`src/rtl/alu_pipe.sv`:
```
// ---------------------------------------------------------------------------
// alu_pipe
//
// Purpose:
//   Pipelined ALU with a valid/ready handshake on both sides. Single-cycle
//   operations (add, sub, logic, compare, set-less-than, shifts) produce a
//   registered result on the acceptance edge. Multiply is an iterative
//   shift-add sequence that takes WIDTH cycles. During that time the input
//   side is held off.
//
// Parameters:
//   WIDTH  operand / result width (power of 2, 8..64)
//   SHW    shift-amount width, taken from the low bits of inp_2
//
// Ports:
//   clk        rising-edge clock
//   rst        asynchronous active-high reset
//   in_valid   operation offered
//   in_ready   operation can be accepted this cycle
//   inp_1      operand A
//   inp_2      operand B / shift amount (low SHW bits)
//   alu_op     4-bit operation code
//   out_valid  result and flags are valid
//   out_ready  consumer takes the result this cycle
//   result     registered result
//   zero       result is zero (for cmp-eq: operands are equal)
//   carry      add carry-out / sub borrow
//   overflow   signed overflow for add/sub
//   err        illegal opcode
// ---------------------------------------------------------------------------
module alu_pipe #(
    parameter int WIDTH = 32,
    parameter int SHW   = $clog2(WIDTH)
) (
    input  logic             clk,
    input  logic             rst,
    input  logic             in_valid,
    output logic             in_ready,
    input  logic [WIDTH-1:0] inp_1,
    input  logic [WIDTH-1:0] inp_2,
    input  logic [3:0]       alu_op,
    output logic             out_valid,
    input  logic             out_ready,
    output logic [WIDTH-1:0] result,
    output logic             zero,
    output logic             carry,
    output logic             overflow,
    output logic             err
);

    localparam int CW = $clog2(WIDTH);

    localparam logic [3:0] OP_ADD  = 4'b0001;
    localparam logic [3:0] OP_SUB  = 4'b0010;
    localparam logic [3:0] OP_AND  = 4'b0011;
    localparam logic [3:0] OP_OR   = 4'b0100;
    localparam logic [3:0] OP_XOR  = 4'b0101;
    localparam logic [3:0] OP_CMPE = 4'b0110;
    localparam logic [3:0] OP_SLT  = 4'b0111;
    localparam logic [3:0] OP_SLTU = 4'b1000;
    localparam logic [3:0] OP_SLL  = 4'b1001;
    localparam logic [3:0] OP_SRL  = 4'b1010;
    localparam logic [3:0] OP_SRA  = 4'b1011;
    localparam logic [3:0] OP_MUL  = 4'b1100;

    typedef enum logic {
        IDLE = 1'b0,
        MUL  = 1'b1
    } state_t;

    state_t state;
    state_t state_next;

    logic             accept;
    logic             accept_mul;
    logic             accept_single;

    // Multiplier working registers.
    logic [WIDTH-1:0] mul_mcand;
    logic [WIDTH-1:0] mul_mplier;
    logic [WIDTH-1:0] mul_acc;
    logic [WIDTH-1:0] mul_acc_next;
    logic [CW-1:0]    mul_cnt;
    logic             mul_last;

    // Single-cycle datapath outputs.
    logic [WIDTH:0]   sum_ext;
    logic [WIDTH-1:0] diff;
    logic [SHW-1:0]   shamt;
    logic [WIDTH-1:0] alu_res;
    logic             alu_zero;
    logic             alu_carry;
    logic             alu_ovf;
    logic             alu_err;
    logic             alu_is_cmp;

    // A new operation is accepted only when idle and the output register is
    // either empty or being drained on this same edge.
    assign in_ready      = (state == IDLE) && (!out_valid || out_ready);
    assign accept        = in_valid && in_ready;
    assign accept_mul    = accept && (alu_op == OP_MUL);
    assign accept_single = accept && (alu_op != OP_MUL);

    // The WIDTH-th iteration is the one whose count reads WIDTH-1. Its
    // accumulated value goes straight into the output register.
    assign mul_last     = (state == MUL) && (mul_cnt == CW'(WIDTH - 1));
    assign mul_acc_next = mul_mplier[0] ? (mul_acc + mul_mcand) : mul_acc;

    assign sum_ext = {1'b0, inp_1} + {1'b0, inp_2};
    assign diff    = inp_1 - inp_2;
    assign shamt   = inp_2[SHW-1:0];

    // FSM state register.
    always_ff @(posedge clk or posedge rst) begin
        if (rst) begin
            state <= IDLE;
        end else begin
            state <= state_next;
        end
    end

    // FSM next state. A multiply leaves IDLE on acceptance and returns once
    // the last iteration has been folded into the result.
    always_comb begin
        state_next = state;
        case (state)
            IDLE: begin
                if (accept_mul) begin
                    state_next = MUL;
                end
            end
            MUL: begin
                if (mul_last) begin
                    state_next = IDLE;
                end
            end
            default: state_next = IDLE;
        endcase
    end

    // Single-cycle operations. Borrow for sub is the unsigned A<B compare.
    // Signed overflow happens when the result sign disagrees with what the
    // operand signs allow.
    always_comb begin
        alu_res    = '0;
        alu_carry  = 1'b0;
        alu_ovf    = 1'b0;
        alu_err    = 1'b0;
        alu_is_cmp = 1'b0;
        case (alu_op)
            OP_ADD: begin
                alu_res   = sum_ext[WIDTH-1:0];
                alu_carry = sum_ext[WIDTH];
                alu_ovf   = (inp_1[WIDTH-1] == inp_2[WIDTH-1]) &&
                            (sum_ext[WIDTH-1] != inp_1[WIDTH-1]);
            end
            OP_SUB: begin
                alu_res   = diff;
                alu_carry = (inp_1 < inp_2);
                alu_ovf   = (inp_1[WIDTH-1] != inp_2[WIDTH-1]) &&
                            (diff[WIDTH-1] != inp_1[WIDTH-1]);
            end
            OP_AND:  alu_res = inp_1 & inp_2;
            OP_OR:   alu_res = inp_1 | inp_2;
            OP_XOR:  alu_res = inp_1 ^ inp_2;
            OP_CMPE: alu_is_cmp = 1'b1;
            OP_SLT:  alu_res = {{(WIDTH-1){1'b0}}, ($signed(inp_1) < $signed(inp_2))};
            OP_SLTU: alu_res = {{(WIDTH-1){1'b0}}, (inp_1 < inp_2)};
            OP_SLL:  alu_res = inp_1 << shamt;
            OP_SRL:  alu_res = inp_1 >> shamt;
            OP_SRA:  alu_res = WIDTH'($signed(inp_1) >>> shamt);
            OP_MUL:  alu_res = '0;
            default: alu_err = 1'b1;
        endcase

        // Zero follows the result, except that cmp-eq reports equality and
        // illegal opcodes never raise it.
        if (alu_err) begin
            alu_zero = 1'b0;
        end else if (alu_is_cmp) begin
            alu_zero = (inp_1 == inp_2);
        end else begin
            alu_zero = (alu_res == '0);
        end
    end

    // Multiplier sequencing. Operands are captured on acceptance. After that,
    // each cycle adds the shifted multiplicand when the current multiplier
    // bit is set.
    always_ff @(posedge clk or posedge rst) begin
        if (rst) begin
            mul_mcand  <= '0;
            mul_mplier <= '0;
            mul_acc    <= '0;
            mul_cnt    <= '0;
        end else if (accept_mul) begin
            mul_mcand  <= inp_1;
            mul_mplier <= inp_2;
            mul_acc    <= '0;
            mul_cnt    <= '0;
        end else if (state == MUL) begin
            mul_mcand  <= mul_mcand << 1;
            mul_mplier <= mul_mplier >> 1;
            mul_acc    <= mul_acc_next;
            mul_cnt    <= mul_cnt + CW'(1);
        end
    end

    // Output register. A new result takes priority over a drain, so a
    // transfer and an acceptance on the same edge keep out_valid high.
    always_ff @(posedge clk or posedge rst) begin
        if (rst) begin
            out_valid <= 1'b0;
            result    <= '0;
            zero      <= 1'b0;
            carry     <= 1'b0;
            overflow  <= 1'b0;
            err       <= 1'b0;
        end else if (accept_single) begin
            out_valid <= 1'b1;
            result    <= alu_res;
            zero      <= alu_zero;
            carry     <= alu_carry;
            overflow  <= alu_ovf;
            err       <= alu_err;
        end else if (mul_last) begin
            out_valid <= 1'b1;
            result    <= mul_acc_next;
            zero      <= (mul_acc_next == '0);
            carry     <= 1'b0;
            overflow  <= 1'b0;
            err       <= 1'b0;
        end else if (out_valid && out_ready) begin
            out_valid <= 1'b0;
        end
    end

endmodule
```
`config.mk`:
```
export PLATFORM = sky130hd
export DESIGN_NAME = alu_pipe
export DESIGN_NICKNAME = d
export VERILOG_FILES = /design/src/rtl/alu_pipe.sv
export SDC_FILE = /design/constraint.sdc
export NUM_CORES = 1
export LEC_CHECK = 0
export ABC_AREA = 1
export ABC_CLOCK_PERIOD_IN_PS = 7280
export CAP_MARGIN = 5
export CORE_ASPECT_RATIO = 1.1
export CORE_MARGIN = 10
export CORE_UTILIZATION = 36
export DETAILED_ROUTE_END_ITERATION = 7
export SLEW_MARGIN = 40
export SYNTH_ARGS = -nofsm -noshare
export SYNTH_HDL_FRONTEND = slang
export SYNTH_SLANG_ARGS = --single-unit
```
`constraint.sdc`:
```
create_clock -name clk -period 7.28 [get_ports clk]
set_input_delay 1.456 -clock clk [delete_from_list [all_inputs] [get_ports clk]]
set_output_delay 1.456 -clock clk [all_outputs]
set_load 0.05 [all_outputs]
```
==> run metrics, run 1 <==
row count=88; critical path type=primary input to flop; nets=3634; Buf/Inv on CP=2; Worst-Skew Late Latency=approximately 0.46 ns; vias per cell=5.58; vias in the first global route=21200; Chip Width=240 microns; CP max stage delay=around 0.83 ns; critical path arrival=5.39 ns; grt total ovfl=0; clock buffer depth=2; cts bufs inserted=17; total die area=62800 sq um; Sw Share=0.540; Hold Slack=0.494 ns; die height=262 microns; Syn Inst Count=3400; Worst Hold Class=flop to flop; Distinct cells, synth=50; Finished Layout Cells=4115; Worst IR Drop VDD=roughly 170 uV; Crit. path cell count=18; area delta synth->final=10.7%; Synth area leaders=nand2_1 23%, dfrtp_1 18%, nand3_1 11%; synth warn=0; syn_area_per_cell=5.63 sq um; final worst setup slack=2.28 ns; Vias=between 20000 and 25000; outcome=completed; layout cell share with drive strength beyond 1=0.0442; #FFs+latches synth=139; total power=5.53 mW; Slowest-stage cell, CP=clkdlybuf4s50_1; residual DRC count=0; RSZ-0062 raised after global routing=no; sequential power share=0.243; Comb power frac=0.596; Core Util, Final=0.403; share of the synthesized area in the top cell type=0.231; gr usage total=0.295; Clk network pwr share=0.162; H-tree depth=4; Startpoint Class=primary input; Fillers=5922; Initial Util=0.364; Worst-Margin Slew=0.759 ns; DR WL/cell=23.2 microns; Net Count, Synth=3608; TritonCTS clock tree=done; final weighted congestion in routability-driven placement=1.10; first-pass GRT wire length=139000 microns; final wirelength=approximately 95000 microns; synthesized cell area=19100 sq um; cell internal pwr=2.54 mW; # clock sinks=139; CTS Root Cell=clkbuf_16; R2R depth=9; Post CTS Setup Buffer Count=0; cell chain of the critical path=clkdlybuf4s50_1, inv_1, ha_1, nor2_1, nand3_1, nand3_1, nand2_1, nand2_1, nand2_1, nand3_1, nand3_1, nor2_1, nand2_1, nor2_1, nand2_1, nor2_1, nand3_1, a21oi_1; pre-CTS setup slack=between 1.5 and 2 ns; crit share post-route=0.687; Buffers on Ports=109; Setup TNS=0 ns; largest net degree at the start of global routing=85; post-CTS sizing=0; Ports=110; Worst EP required=7.67 ns; design area=21200 sq um; DRT iter0 DRCs=2647; Final Hold Vio Count=0; Final setup viols=0; Final min period=5.00 ns; cell count after placement=4082; Hold Buf Count CTS=0; area leader, netlist=nand2_1; Leakage=11.6 nW; Async S/R FF share, synth=1.00; clock skew=0.0181 ns; fmax=0.200 GHz; core area=52500 sq um; Most used DFF post-synth=dfrtp_1; initial antenna violation count=3; Hold Path Depth=2; DP Area=20600 sq um; Worst Path Max Fanout=7; max-cap violation count=0; cell family with most CP delay=simple AND/OR/NAND/NOR gates; power density over the cells=261 nW/um^2; DRT antenna net count=0; fin. max-slew vios=0; 1st-pass router iterations=6; Post-synth EDFFs=0; max_slew headroom=0.494; Seq/Total Area, Yosys=0.182; post-DP HPWL=76700 microns; NetSw=2.99 mW; crit path capture type=flop; clk slew on worst S/H paths=0.08 ns
cells in the final DEF, fill, tap and decap left out, types with 5 or more instances in the layout:
cell type	n
o21bai_1	7
dfrtp_1	138
clkbuf_16	17
inv_8	5
buf_4	38
inv_1	484
nor3_1	27
nor2_1	293
xor2_1	12
inv_2	9
nand4_1	35
o221ai_1	49
o21ai_0	117
a22oi_1	17
ha_1	133
o211ai_1	10
nand3b_1	11
clkdlybuf4s50_1	106
o21a_1	7
nand2_1	1179
nand2_2	30
and2_1	10
o22ai_1	47
nand3_1	433
a21oi_1	137
nor2_2	14
nand3_2	10
Yosys cell counts (all sizes together) (10+ instances only):
master     n
a21oi    137
a22oi     17
and2      11
buf       87
clkbuf    52
dfrtp    139
ha       133
inv      498
nand2   1212
nand3    443
nand3b    11
nand4     35
nor2     309
nor3      30
o211ai    10
o21ai    121
o221ai    49
o22ai     47
xor2      12
layout make-up:
| type | count | area (sq um) | share of cell area |
|---|---|---|---|
| Multi-Input combinational cell | 2623 | 13000 | 0.615 |
| Sequential cell | 139 | 3480 | 0.164 |
| Inverter | 499 | 1890 | 0.0892 |
| Timing Repair Buffer | 146 | 1360 | 0.0640 |
| Tap cell | 675 | 845 | 0.0399 |
| Clock buffer | 17 | 425 | 0.0201 |
| Clock inverter | 15 | 153 | 0.00721 |
| Antenna cell | 1 | 2.50 | 0.000118 |
tightest hold or removal path: stages (launching register included):
cell      delay [ns]
dfrtp_1         0.34
nand2_1         0.05
o221ai_1        0.06
state kept, by name, indices dropped and copies added (netlist names):
signal / flops
carry: 1
overflow: 1
state: 1
mul_cnt: 5
err: 1
out_valid: 1
result: 32
zero: 1
mul_mplier: 32
mul_acc: 32
mul_mcand: 32
metal layers:
layer	GRT usage	wire, microns	vias up
met5	0	0	-
met1	0.373	38900	10700
met3	0.0408	7240	207
met2	0.471	42700	1099
li1	-	-	11000
met4	0.179	6480	0
power groups by stage:
stage	combinational, mW	clock, mW	sequential [mW]
global placement	3.24	0	1.34
global route	3.63	0.933	1.37
floorplan	1.97	0	1.53
CTS	3.26	0.903	1.33
detailed placement	3.24	0	1.34
finish	3.29	0.894	1.34
worst paths after layout:
| path | start | endpoint | slack [ns] |
|---|---|---|---|
| min | mul_mplier[15] | mul_mplier[15] | 0.49 |
| max in group asynchronous | rst | mul_mplier[1] | 4.55 |
| min reg2reg | mul_mplier[15] | mul_mplier[15] | 0.49 |
| max reg2reg | state | mul_acc[13] | 4.02 |
| max | inp_1[4] | zero | 2.28 |
| min in group asynchronous | rst | mul_cnt[2] | 1.50 |
kinds of logic (layout without fill, tap and decap cells):
| kind of cell | Yosys count | in the layout | synth area share |
|---|---|---|---|
| AOI/OAI and AO/OA | 410 | 410 | 0.128 |
| xor gates and xnor gates | 14 | 14 | 0.00641 |
| adders and majority gates | 136 | 136 | 0.0901 |
| buffers and inverters | 638 | 677 | 0.138 |
| DFF | 139 | 139 | 0.182 |
| muxes | 1 | 1 | 0.000523 |
| other | 0 | 1 | 0 |
| and+or+nand+nor | 2062 | 2062 | 0.455 |
No activity file was read; power rests on OpenSTA's default activity.
==> inputs of run 2 (changes only) <==
Settings changed: ABC_CLOCK_PERIOD_IN_PS 7280 to 4900.
Clock period 7.28 ns to 4.9 ns, I/O delays scaled along.
==> run 2 against run 1 <==
Clock-buffer cell count grew 1. Routed wire length is 3.2% higher. Register-to-register slack worse by 2.5 ns. Flip-flop and latch count did not move. Setup slack got worse by 1.8 ns. First-iteration DRC count is 7.6% lower. Largest power group unchanged.
==> run metrics, run 2 (synthesized netlist as in run 1, its figures left out) <==
outcome=completed (unchanged); first-pass GRT wire length=142000 microns (was 139000 microns); GR Layer Usage met3=0.0533 (was 0.0408); TritonCTS clock tree=done (unchanged); Chip Width=240 microns (unchanged); fin. max-slew vios=0 (unchanged); row count=88 (unchanged); Buf/Inv on CP=3 (was 2); Hold Buf Count CTS=0 (unchanged); clock skew=0.0210 ns (was 0.0181 ns); power density over the cells=389 nW/um^2 (was 261 nW/um^2); Worst Hold Class=flop to flop (unchanged); H-tree depth=4 (unchanged); total die area=62800 sq um (unchanged); post-DP HPWL=80200 microns (was 76700 microns); critical path arrival=4.84 ns (was 5.39 ns); met2 Usage GRT=0.480 (was 0.471); Vias=23400 (was 22900); Slowest-stage cell, CP=clkdlybuf4s50_1 (unchanged); Leakage=12.0 nW (was 11.6 nW); vias per cell=5.60 (was 5.58); Worst-Skew Late Latency=0.51 ns (was 0.46 ns); residual DRC count=0 (unchanged); Worst IR Drop VDD=251 uV (was 169 uV); Final setup viols=0 (unchanged); cell family with most CP delay=simple AND/OR/NAND/NOR gates (unchanged); Worst Path Max Fanout=7 (unchanged); DP Area=21100 sq um (was 20600 sq um); clock buffer depth=2 (unchanged); GR Layer Usage met1=0.373 (about the same); gr usage total=0.306 (was 0.295); Post CTS Setup Buffer Count=0 (unchanged); crit share post-route=0.903; core area=52500 sq um (unchanged); final wirelength=98300 microns (was 95300 microns); grt total ovfl=0 (unchanged); Worst-Margin Slew=0.801 ns (was 0.759 ns); initial antenna violation count=6 (was 3); most common cell after layout, fill and taps aside=nand2_1 (unchanged); cell chain of the critical path=clkdlybuf4s50_1, inv_1, ha_1, nand2_1, nor2_1, nand2_1, inv_1, nand2_1, nand2_1, nand3_1, nand3_1, nand3_1, nor2_1, nand2_1, nor2_1, nand2_1, nor2_1, nand3_1, a21oi_1 (was clkdlybuf4s50_1, inv_1, ha_1, nor2_1, nand3_1, nand3_1, nand2_1, nand2_1, nand2_1, nand3_1, nand3_1, nor2_1, nand2_1, nor2_1, nand2_1, nor2_1, nand3_1, a21oi_1); Setup TNS=0 ns (unchanged); CP max stage delay=0.66 ns (was 0.83 ns); Top Usage Layer GRT=met2 (unchanged); Initial Util=0.364 (unchanged); fmax=0.226 GHz; Setup crit end=zero (unchanged); DRT iter0 DRCs=2446 (was 2647); R2R setup slack=1.51 ns (was 4.02 ns); CTS Root Cell=clkbuf_16 (unchanged); commonest non-fill, non-tap cells in the layout=1179 x nand2_1, 486 x inv_1, 433 x nand3_1 (was 1179 x nand2_1, 484 x inv_1, 433 x nand3_1); # clock sinks=139 (unchanged); Fillers=5849 (was 5922); Worst EP required=5.32 ns (was 7.67 ns); DRT antenna net count=0 (unchanged); DR WL/cell=23.5 microns (was 23.2 microns); design area=21800 sq um (was 21200 sq um); RR Endpoint=zero (was mul_acc[13]); Final min period=4.42 ns; vias in the first global route=21700 (was 21200); final weighted congestion in routability-driven placement=1.10 (about the same); largest net degree at the start of global routing=100 (was 85); cts bufs inserted=17 (unchanged); area delta synth->final=13.7% (was 10.7%); nets=3699 (was 3634); clk slew on worst S/H paths=0.07 ns (was 0.08 ns); die height=262 microns (unchanged); max_slew headroom=0.462 (was 0.494); layout cell share with drive strength beyond 1=0.0611 (was 0.0442); crit path from=inp_1[7] (was inp_1[4]); max-cap violation count=0 (unchanged); R2R depth=14 (was 9); 1st-pass router iterations=6 (unchanged); FF-to-FF Start=mul_mcand[0] (was state); crit-path most repeated cell=nand2_1; Hold Slack=0.495 ns (was 0.494 ns); post-CTS sizing=0 (unchanged); Startpoint Class=primary input (unchanged); Crit. path cell count=19 (was 18); crit path capture type=flop (unchanged); RSZ-0062 raised after global routing=no (unchanged); Ports=110 (unchanged); Core Util, Final=0.414 (was 0.403); Buffers on Ports=109 (unchanged); Final Hold Vio Count=0 (unchanged); critical path type=primary input to flop (unchanged)
run 2: power breakdown:
part           leakage (nW)  switching [mW]  internal, mW
Sequential             1.82           0.384          1.61
Clock                 0.302           0.628         0.853
Combinational          9.86            3.44          1.57
Total                  12.0            4.45          4.03
run 2: how the worst min path moves through the flow:
stage	end	depth (start not counted)	start	slack (ns)
floorplan	mul_mplier[31]	2	mul_mplier[31]	0.45
global placement	mul_mplier[1]	2	mul_mplier[1]	0.47
detailed placement	overflow	2	overflow	0.47
CTS	overflow	2	overflow	0.50
global route	overflow	2	overflow	0.51
finish	mul_mplier[15]	2	mul_mplier[15]	0.49
run 2: through the flow:
stage / std cells / power [mW] / worst slack [ns]
3_5_place_dp: 4147 / 6.92 / 0.0901
2_1_floorplan: 3400 / 5.19 / 0.195
6_report: 4181 / 8.47 / 0.477
4_1_cts: 4178 / 8.44 / 0.593
5_1_grt: 4178 / 9.07 / 0.286
3_3_place_gp: 4147 / 6.92 / 0.0869
run 2: routing by layer:
metal / part of all wire / vias to the layer above
met3: 0.074 / 268
li1: - / 11100
met5: 0.00013 / -
met1: 0.40 / 10900
met4: 0.080 / 2
met2: 0.44 / 1122
run 2: worst reg2reg max path, delay by kind of cell (launching register included):
family                   cells  cell delay (ns)
adder cells (fa/ha/maj)      2             0.72
XOR/XNOR                     1             0.18
buffers and inverters        1             0.04
flip-flops                   1             0.46
AND/OR/NAND/NOR              8             1.15
AO/OA/AOI/OAI                2             0.75
run 2: layout make-up:
| cell class | count | area, sq um | area share |
|---|---|---|---|
| multi-input cells | 2623 | 13000 | 0.599 |
| flip-flops and latches | 139 | 3480 | 0.160 |
| repair buffers | 211 | 1890 | 0.0870 |
| inverters | 499 | 1890 | 0.0867 |
| well taps | 675 | 845 | 0.0388 |
| clock buffers | 18 | 429 | 0.0197 |
| clock inverters | 13 | 190 | 0.00874 |
| diodes | 3 | 7.51 | 0.000345 |
